### src/rtl/genesis_pad_pkg.sv
// Shared definitions for the Genesis pad responder: button indices, phase type
// and the phase-to-pin map, also used by the pad-reader bench model.
package genesis_pad_pkg;

  localparam int BTN_UP    = 0;
  localparam int BTN_DOWN  = 1;
  localparam int BTN_LEFT  = 2;
  localparam int BTN_RIGHT = 3;
  localparam int BTN_A     = 4;
  localparam int BTN_B     = 5;
  localparam int BTN_C     = 6;
  localparam int BTN_START = 7;
  localparam int BTN_X     = 8;
  localparam int BTN_Y     = 9;
  localparam int BTN_Z     = 10;
  localparam int BTN_MODE  = 11;

  localparam int DEFAULT_TIMEOUT_CYCLES = 75000;

  typedef logic [2:0] phase_t;

  // Result is {P1,P2,P3,P4,P6,P9}, active-low; literal 0/1 entries are pin levels.
  function automatic logic [5:0] pad_pins(input phase_t phase, input logic [11:0] btn);
    logic [5:0] p;
    case (phase)
      3'd0, 3'd2, 3'd4:
        p = ~{btn[BTN_UP], btn[BTN_DOWN], btn[BTN_LEFT], btn[BTN_RIGHT], btn[BTN_B], btn[BTN_C]};
      3'd1, 3'd3:
        p = {~btn[BTN_UP], ~btn[BTN_DOWN], 2'b00, ~btn[BTN_A], ~btn[BTN_START]};
      3'd5:
        p = {4'b0000, ~btn[BTN_A], ~btn[BTN_START]};
      3'd6:
        p = ~{btn[BTN_Z], btn[BTN_Y], btn[BTN_X], btn[BTN_MODE], btn[BTN_B], btn[BTN_C]};
      default:
        p = {4'b1111, ~btn[BTN_A], ~btn[BTN_START]};
    endcase
    return p;
  endfunction

endpackage

### src/rtl/genesis_pad_responder_sync.sv
// Select synchroniser with registered edge flag; sel_s and sel_edge are
// aligned so sel_s already holds the new level when sel_edge is high.
module sync_edge_detect #(
  parameter int   STAGES    = 2,
  parameter logic RESET_VAL = 1'b1
) (
  input  logic clk,
  input  logic reset,
  input  logic async_in,
  output logic sel_s,
  output logic sel_edge
);

  logic [STAGES-1:0] chain;

  always_ff @(posedge clk) begin
    if (reset) begin
      chain    <= {STAGES{RESET_VAL}};
      sel_s    <= RESET_VAL;
      sel_edge <= 1'b0;
    end else begin
      chain    <= {chain[STAGES-2:0], async_in};
      sel_s    <= chain[STAGES-1];
      sel_edge <= chain[STAGES-1] ^ sel_s;
    end
  end

endmodule

### src/rtl/genesis_pad_responder.sv
// Sega Genesis pad emulator, DB9 side. Define GENESIS_SIX_BUTTON_EN for the
// 8-phase 6-button pad; otherwise a plain 3-button pad is built.
module genesis_pad_responder
  import genesis_pad_pkg::*;
#(
  parameter int TIMEOUT_CYCLES = DEFAULT_TIMEOUT_CYCLES,
  parameter int SYNC_STAGES    = 2
) (
  input  logic        Clock50,
  input  logic        Reset,
  input  logic        Select,
  input  logic [11:0] Botoes,
  output logic        Pino1,
  output logic        Pino2,
  output logic        Pino3,
  output logic        Pino4,
  output logic        Pino6,
  output logic        Pino9,
  output logic [2:0]  Fase
);

  logic       sel_s;
  logic       sel_edge;
  phase_t     phase;
  logic [5:0] pins;

  sync_edge_detect #(
    .STAGES    (SYNC_STAGES),
    .RESET_VAL (1'b1)
  ) u_sync (
    .clk      (Clock50),
    .reset    (Reset),
    .async_in (Select),
    .sel_s    (sel_s),
    .sel_edge (sel_edge)
  );

`ifdef GENESIS_SIX_BUTTON_EN
  localparam int IDLE_W = (TIMEOUT_CYCLES > 1) ? $clog2(TIMEOUT_CYCLES) : 1;
  localparam logic [IDLE_W-1:0] IDLE_LAST = IDLE_W'(TIMEOUT_CYCLES - 1);

  logic [IDLE_W-1:0] idle_cnt;

  // A long quiet Select means the console restarted its read; realign to the 3-button phases.
  always_ff @(posedge Clock50) begin
    if (Reset) begin
      phase    <= '0;
      idle_cnt <= '0;
    end else if (sel_edge) begin
      phase    <= phase + 3'd1;
      idle_cnt <= '0;
    end else if (idle_cnt == IDLE_LAST) begin
      phase    <= {2'b00, ~sel_s};
    end else begin
      idle_cnt <= idle_cnt + 1'b1;
    end
  end
`else
  always_ff @(posedge Clock50) begin
    if (Reset) begin
      phase <= '0;
    end else if (sel_edge) begin
      phase <= {2'b00, ~sel_s};
    end
  end
`endif

  always_ff @(posedge Clock50) begin
    if (Reset) begin
      pins <= '1;
    end else begin
      pins <= pad_pins(phase, Botoes);
    end
  end

  assign {Pino1, Pino2, Pino3, Pino4, Pino6, Pino9} = pins;
  assign Fase = phase;

endmodule

### config.mk
export PLATFORM = sky130hd
export DESIGN_NAME = genesis_pad_responder
export DESIGN_NICKNAME = d
export VERILOG_FILES = /design/src/rtl/genesis_pad_pkg.sv /design/src/rtl/genesis_pad_responder_sync.sv /design/src/rtl/genesis_pad_responder.sv
export SDC_FILE = /design/constraint.sdc
export NUM_CORES = 1
export LEC_CHECK = 0
export CORE_AREA = 3 3 40 42
export DETAILED_ROUTE_END_ITERATION = 16
export DIE_AREA = 0 0 43 45
export DONT_BUFFER_PORTS = 1
export GPL_TIMING_DRIVEN = 0
export PLACE_DENSITY = 0.5
export SLEW_MARGIN = 30
export SYNTH_ARGS = -nofsm -noshare
export SYNTH_HDL_FRONTEND = slang
export SYNTH_SLANG_ARGS = --single-unit
### constraint.sdc
create_clock -name Clock50 -period 1 [get_ports Clock50]
set_input_delay 0.2 -clock Clock50 [delete_from_list [all_inputs] [get_ports Clock50]]
set_output_delay 0.2 -clock Clock50 [all_outputs]
set_load 0.02 [all_outputs]
==> reports/metrics.yaml, run 1 <==
clocking:
  cts.htree.levels: 1
  cts_buffer_depth: 2
  clk_latency_ns: 0.26
  clock-sinks: 11
  cts_root_buffer: "clkbuf_4"
  numCtsBuffers: 3
  cts_tree: "done"
  clk_pin_slew_worst_paths_ns: 0.06
synth:
  yosys.area.top_type: "dfxtp_1"
  syn_area_per_cell_um2: 11.5
  ys_types: 12
  ys_seq_elements: 11
  synth_edf_count: 0
  synth_flop_cell: "dfxtp_1"
  syn_inst: 30
  synth_most_common_cell: "dfxtp_1"
  yosys-top-cells-area: "dfxtp_1, mux2i_1, or2_2"
  synthArstFlopShare_pct: 0
  synth_common_cells: "dfxtp_1, or2_2"
  yosysWarningCount: 0
  synth_seq_area_share_pct: 63.8
  synth_top_area_share_pct: 63.8
  syn_area_um2: 345
timing:
  fin_worst_skew_ns: 0.00390
  slew_violations: 0
  fmax_mhz: 1100
  worst_slack_ns: 0.0928
  finalCriticalPeriod_ns: 0.907
  setup_viol: 0
  hold_viol: 0
  finalCritPeriodShare_pct: 90.7
  rsz0062_at_grt: "no"
detailed_routing:
  drc: 0
  avgRoutedWirePerCell_um: 9.66
  finalWirelength_um: 483
  via_per_inst: 4.00
  vias: 200
  drt_iter0_markers: 2
  dr.pass1.iters: 2
  antenna_left: 0
die:
  initial_core_util_pct: 26.9
  io_pins: 24
  num_rows: 13
  die_h_um: 45
  die_w_um: 43
  dieArea_um2: 1940
  core_um2: 1280
power_and_ir_drop:
  swShare_pct: 21.8
  ir_drop_mv: 0.966
  finalPower_mw: 0.818
  clockPowerShare_pct: 34.4
  p_seq_share_pct: 60.5
  p_per_area_nw_per_um2: 2070
  comb_power_share_pct: 5.1
  net-switching-power_mw: 0.179
  power.internal_mw: 0.639
  p_leak_nw: 0.158
grt:
  use_met1_pct: 5.38
  grt_max_degree: 11
  grt_pass1_wl_um: 786
  use_met3_pct: 5.98
  antenna_found_initial: 0
  grtUsageMet2_pct: 8.68
  grt-busiest-layer: "met2"
  grt_pass1_vias: 202
  overflow: 0
  track_usage_pct: 6.03
worst_setup_path:
  cp.arrival_ns: 0.71
  critPathRequiredTime_ns: 0.80
  crit_fanout: 6
  worstSetupStartpointType: "register"
  end_kind: "output pin"
  path_class: "register to output pin"
status:
  status: "finished, final reports clean"
placed_design:
  gp_congestion: 0.664
  numPortBuffers: 0
  dp.cells: 46
  post-place-ws_ns: -0.00309
  dpl-instance-area_um2: 368
finish:
  fin_cells: 50
  syn2layout_area_growth_pct: 14.5
  final_area_um2: 395
  drive_gt1_share_pct: 25.7
  fin_nets: 51
  num_antenna_cells: 0
flow_run:
  maxCapViolCount: 0
min_path:
  min_path_type: "input pin to register"
## sequential cells by signal, indices dropped and copies added (netlist names)
| register | count |
|---|---|
| pins | 6 |
| Fase | 1 |
| u_sync.sel_s | 1 |
| u_sync.sel_edge | 1 |
| u_sync.chain | 2 |
## final timing paths
| check | depth (start not counted) | end | slack, ns | from |
|---|---|---|---|---|
| worst max register to register | 2 | pins[0] | 0.14 | Fase[0] |
| worst max-delay path | 0 | Fase[0] | 0.09 | Fase[0] |
| worst min register to register | 1 | u_sync.chain[1] | 0.42 | u_sync.chain[0] |
| worst min-delay path | 1 | pins[5] | 0.02 | Botoes[0] |
## per-layer routing
metal | vias to the layer above | share of wire [%]
li1 | 103 | -
met1 | 80 | 38
met2 | 17 | 41
met3 | 0 | 20
met4 | 0 | 0
met5 | - | 0
## repair_timing
action                                  CTS  global route
hold buffers                              0             0
endpoints found under the setup margin    3             0
gates resized for setup                   1             0
buffers inserted                          0             0
## cell families after synthesis
kind of cell | after synthesis | synth area share, %
and+or+nand+nor | 9 | 14.9
DFF | 11 | 63.8
muxes | 2 | 5.80
buffers and inverters | 3 | 5.43
other | 1 | 1.09
xor gates and xnor gates | 1 | 2.54
AOI/OAI and AO/OA | 3 | 6.52
## per-stage QoR
step	setup TNS, ns	hold slack (ns)	util, %
6_report	0	0.0191	30.8
3_3_place_gp	0	0.280	28.6
3_5_place_dp	-0.00500	0.283	28.6
4_1_cts	0	0.00669	30.8
5_1_grt	0	0.00230	30.8
2_1_floorplan	0	0.274	-
## layout make-up
type | count | area (um2)
clock buffers | 4 | 26.3
plain buffers | 3 | 18.8
multi-input cells | 17 | 110
flip-flops and latches | 11 | 221
fillers | 136 | 890
well taps | 15 | 18.8
## power by group through the flow
stage,sequential [mW],clock (mW),combinational (mW)
detailed placement,0.505,0,0.0423
floorplan,0.503,0,0.0378
global route,0.497,0.324,0.0472
global placement,0.505,0,0.0407
finish,0.495,0.281,0.0415
CTS,0.495,0.304,0.0422
## cell usage in the layout (no fill, tap or decap)
| cell type | count |
|---|---|
| o21bai_1 | 2 |
| mux2i_1 | 2 |
| or2_1 | 2 |
| dfxtp_1 | 10 |
| nor2_1 | 2 |
| dfxtp_2 | 1 |
| or2_2 | 3 |
| clkbuf_1 | 2 |
| clkbuf_4 | 3 |
| nand2b_1 | 2 |
| a211oi_1 | 1 |
| buf_4 | 2 |
| xnor2_1 | 1 |
| conb_1 | 2 |
Note: power is estimated with default switching activity, not from simulation.
==> run 2: changes to the inputs <==
- MAX_ROUTING_LAYER: not set -> met4
==> run 2 against run 1 <==
  * Clock power is essentially flat
  * Worst setup slack about the same
  * Critical endpoint unchanged
  * First-iteration DRC count stayed put
  * Core utilization unchanged
  * Sequential share of layout area unchanged
  * Non-clock buffer count unchanged
  * Total power about the same
==> reports/metrics.yaml, run 2 (synthesized netlist as in run 1, its figures left out) <==
worst_setup_path:
  end_kind: "output pin"
  cp.arrival_ns: 0.71  # about the same
  worstReg2RegStart: "Fase[0]"
  path_class: "register to output pin"
  reg2regPathDepth: 2  # unchanged
  r2r_setup_slack_ns: 0.14  # about the same
  r2r-end: "pins[0]"
  critPathRequiredTime_ns: 0.80  # about the same
  crit_fanout: 6  # unchanged
  worstSetupStartpointType: "register"
power_and_ir_drop:
  ir_drop_mv: 0.966  # about the same
  p_leak_nw: 0.158  # unchanged
  p_per_area_nw_per_um2: 2070  # about the same
  finalPower_mw: 0.818  # about the same
placed_design:
  post-place-ws_ns: -0.00309  # unchanged
  numPortBuffers: 0  # unchanged
  gp_congestion: 0.671  # +0.95%
timing:
  finalCriticalPeriod_ns: 0.907  # +0.0000145 ns
  hold_viol: 0  # unchanged
  worst_slack_ns: 0.0928  # -0.0000145 ns
  finalCritPeriodShare_pct: 90.7  # about the same
  slew_violations: 0  # unchanged
  tns_ns: 0  # unchanged
  fmax_mhz: 1100  # about the same
  rsz0062_at_grt: "no"
  fin_worst_skew_ns: 0.00392  # +0.0000168 ns
  setup_viol: 0  # unchanged
die:
  die_h_um: 45  # unchanged
  core_um2: 1280  # unchanged
  die_w_um: 43  # unchanged
  dieArea_um2: 1940  # unchanged
  num_rows: 13  # unchanged
  io_pins: 24  # unchanged
  initial_core_util_pct: 26.9  # unchanged
clocking:
  cts.htree.levels: 1  # unchanged
  cts_root_buffer: "clkbuf_4"
  clock-sinks: 11  # unchanged
  cts_buffer_depth: 2  # unchanged
  postCtsSetupBuffers: 0  # unchanged
  clk_pin_slew_worst_paths_ns: 0.06  # about the same
  clk_latency_ns: 0.26  # about the same
  numCtsBuffers: 3  # unchanged
  cts_tree: "done"
finish:
  fin_nets: 51  # unchanged
  syn2layout_area_growth_pct: 14.5  # unchanged
  fillers: 136  # unchanged
  num_antenna_cells: 0  # unchanged
  top_regs: "pins: 6 flops, u_sync.chain: 2 flops"
  top_register: "pins"
  largest_register_ffs: 6  # unchanged
  final_common_cell: "dfxtp_1"
  drive_gt1_share_pct: 25.7  # unchanged
  mostFrequentLayoutCells: "dfxtp_1, or2_2, clkbuf_4"
detailed_routing:
  drc: 0  # unchanged
  finalWirelength_um: 481  # -0.41%
  avgRoutedWirePerCell_um: 9.62  # -0.41%
  vias: 202  # +1.0%
  antenna_left: 0  # unchanged
  via_per_inst: 4.04  # +1.0%
  drt_iter0_markers: 2  # unchanged
  dr.pass1.iters: 2  # unchanged
grt:
  grt_pass1_wl_um: 786  # unchanged
  grt_pass1_vias: 201  # -0.50%
  overflow: 0  # unchanged
  antenna_found_initial: 0  # unchanged
  grt_max_degree: 11  # unchanged
  track_usage_pct: 6.21  # +0.18 points
min_path:
  min_path_type: "input pin to register"
  hp-start: "Botoes[0]"
  whs_endpoint: "pins[5]"
  min_path_cells: 1  # unchanged
status:
  status: "finished, final reports clean"
flow_run:
  maxCapViolCount: 0  # unchanged
run 2: cell counts in the layout (fill, tap and decap cells not counted):
No cell type changed its count.
run 2: worst max path at each step:
stage	startpoint	to	cells after the start
finish	Fase[0]	Fase[0]	0
global route	Fase[0]	Fase[0]	0
CTS	Fase[0]	Fase[0]	0
detailed placement	Fase[0]	pins[1]	2
global placement	Fase[0]	pins[1]	2
floorplan	Fase[0]	pins[0]	2
run 2: stage by stage:
step | utilization [%] | instances | instance area [um2] | hold WS, ns
floorplan | - | 31 | 349 | 0.274
CTS | 30.8 | 50 | 395 | 0.00669
finish | 30.8 | 50 | 395 | 0.0191
global route | 30.8 | 50 | 395 | 0.00230
detailed placement | 28.6 | 46 | 368 | 0.283
global placement | 28.6 | 46 | 368 | 0.280
run 2: power breakdown:
part           internal, mW  switching, mW
sequential            0.463         0.0325
clock                 0.154          0.127
combinational        0.0228         0.0187
total                 0.639          0.179
run 2: routing by layer:
layer	share of wire, %	vias up	wire (um)	GRT usage, %
li1	-	103	-	-
met5	0	-	0	-
met1	39	80	188	5.38
met4	0.83	0	4	3.61
met3	19	2	93	5.98
met2	41	17	195	8.68
run 2: what timing repair did:
action	CTS	global route
gates resized for setup	1	0
setup endpoints to repair	3	0
hold buffers	0	0
run 2: cell type report:
type                       count  area (um2)  area share, %
buffer                         3        18.8           4.75
clock buffer                   4        26.3           6.65
multi-input combinational     17         110           27.8
sequential                    11         221           56.0
tap                           15        18.8           4.75
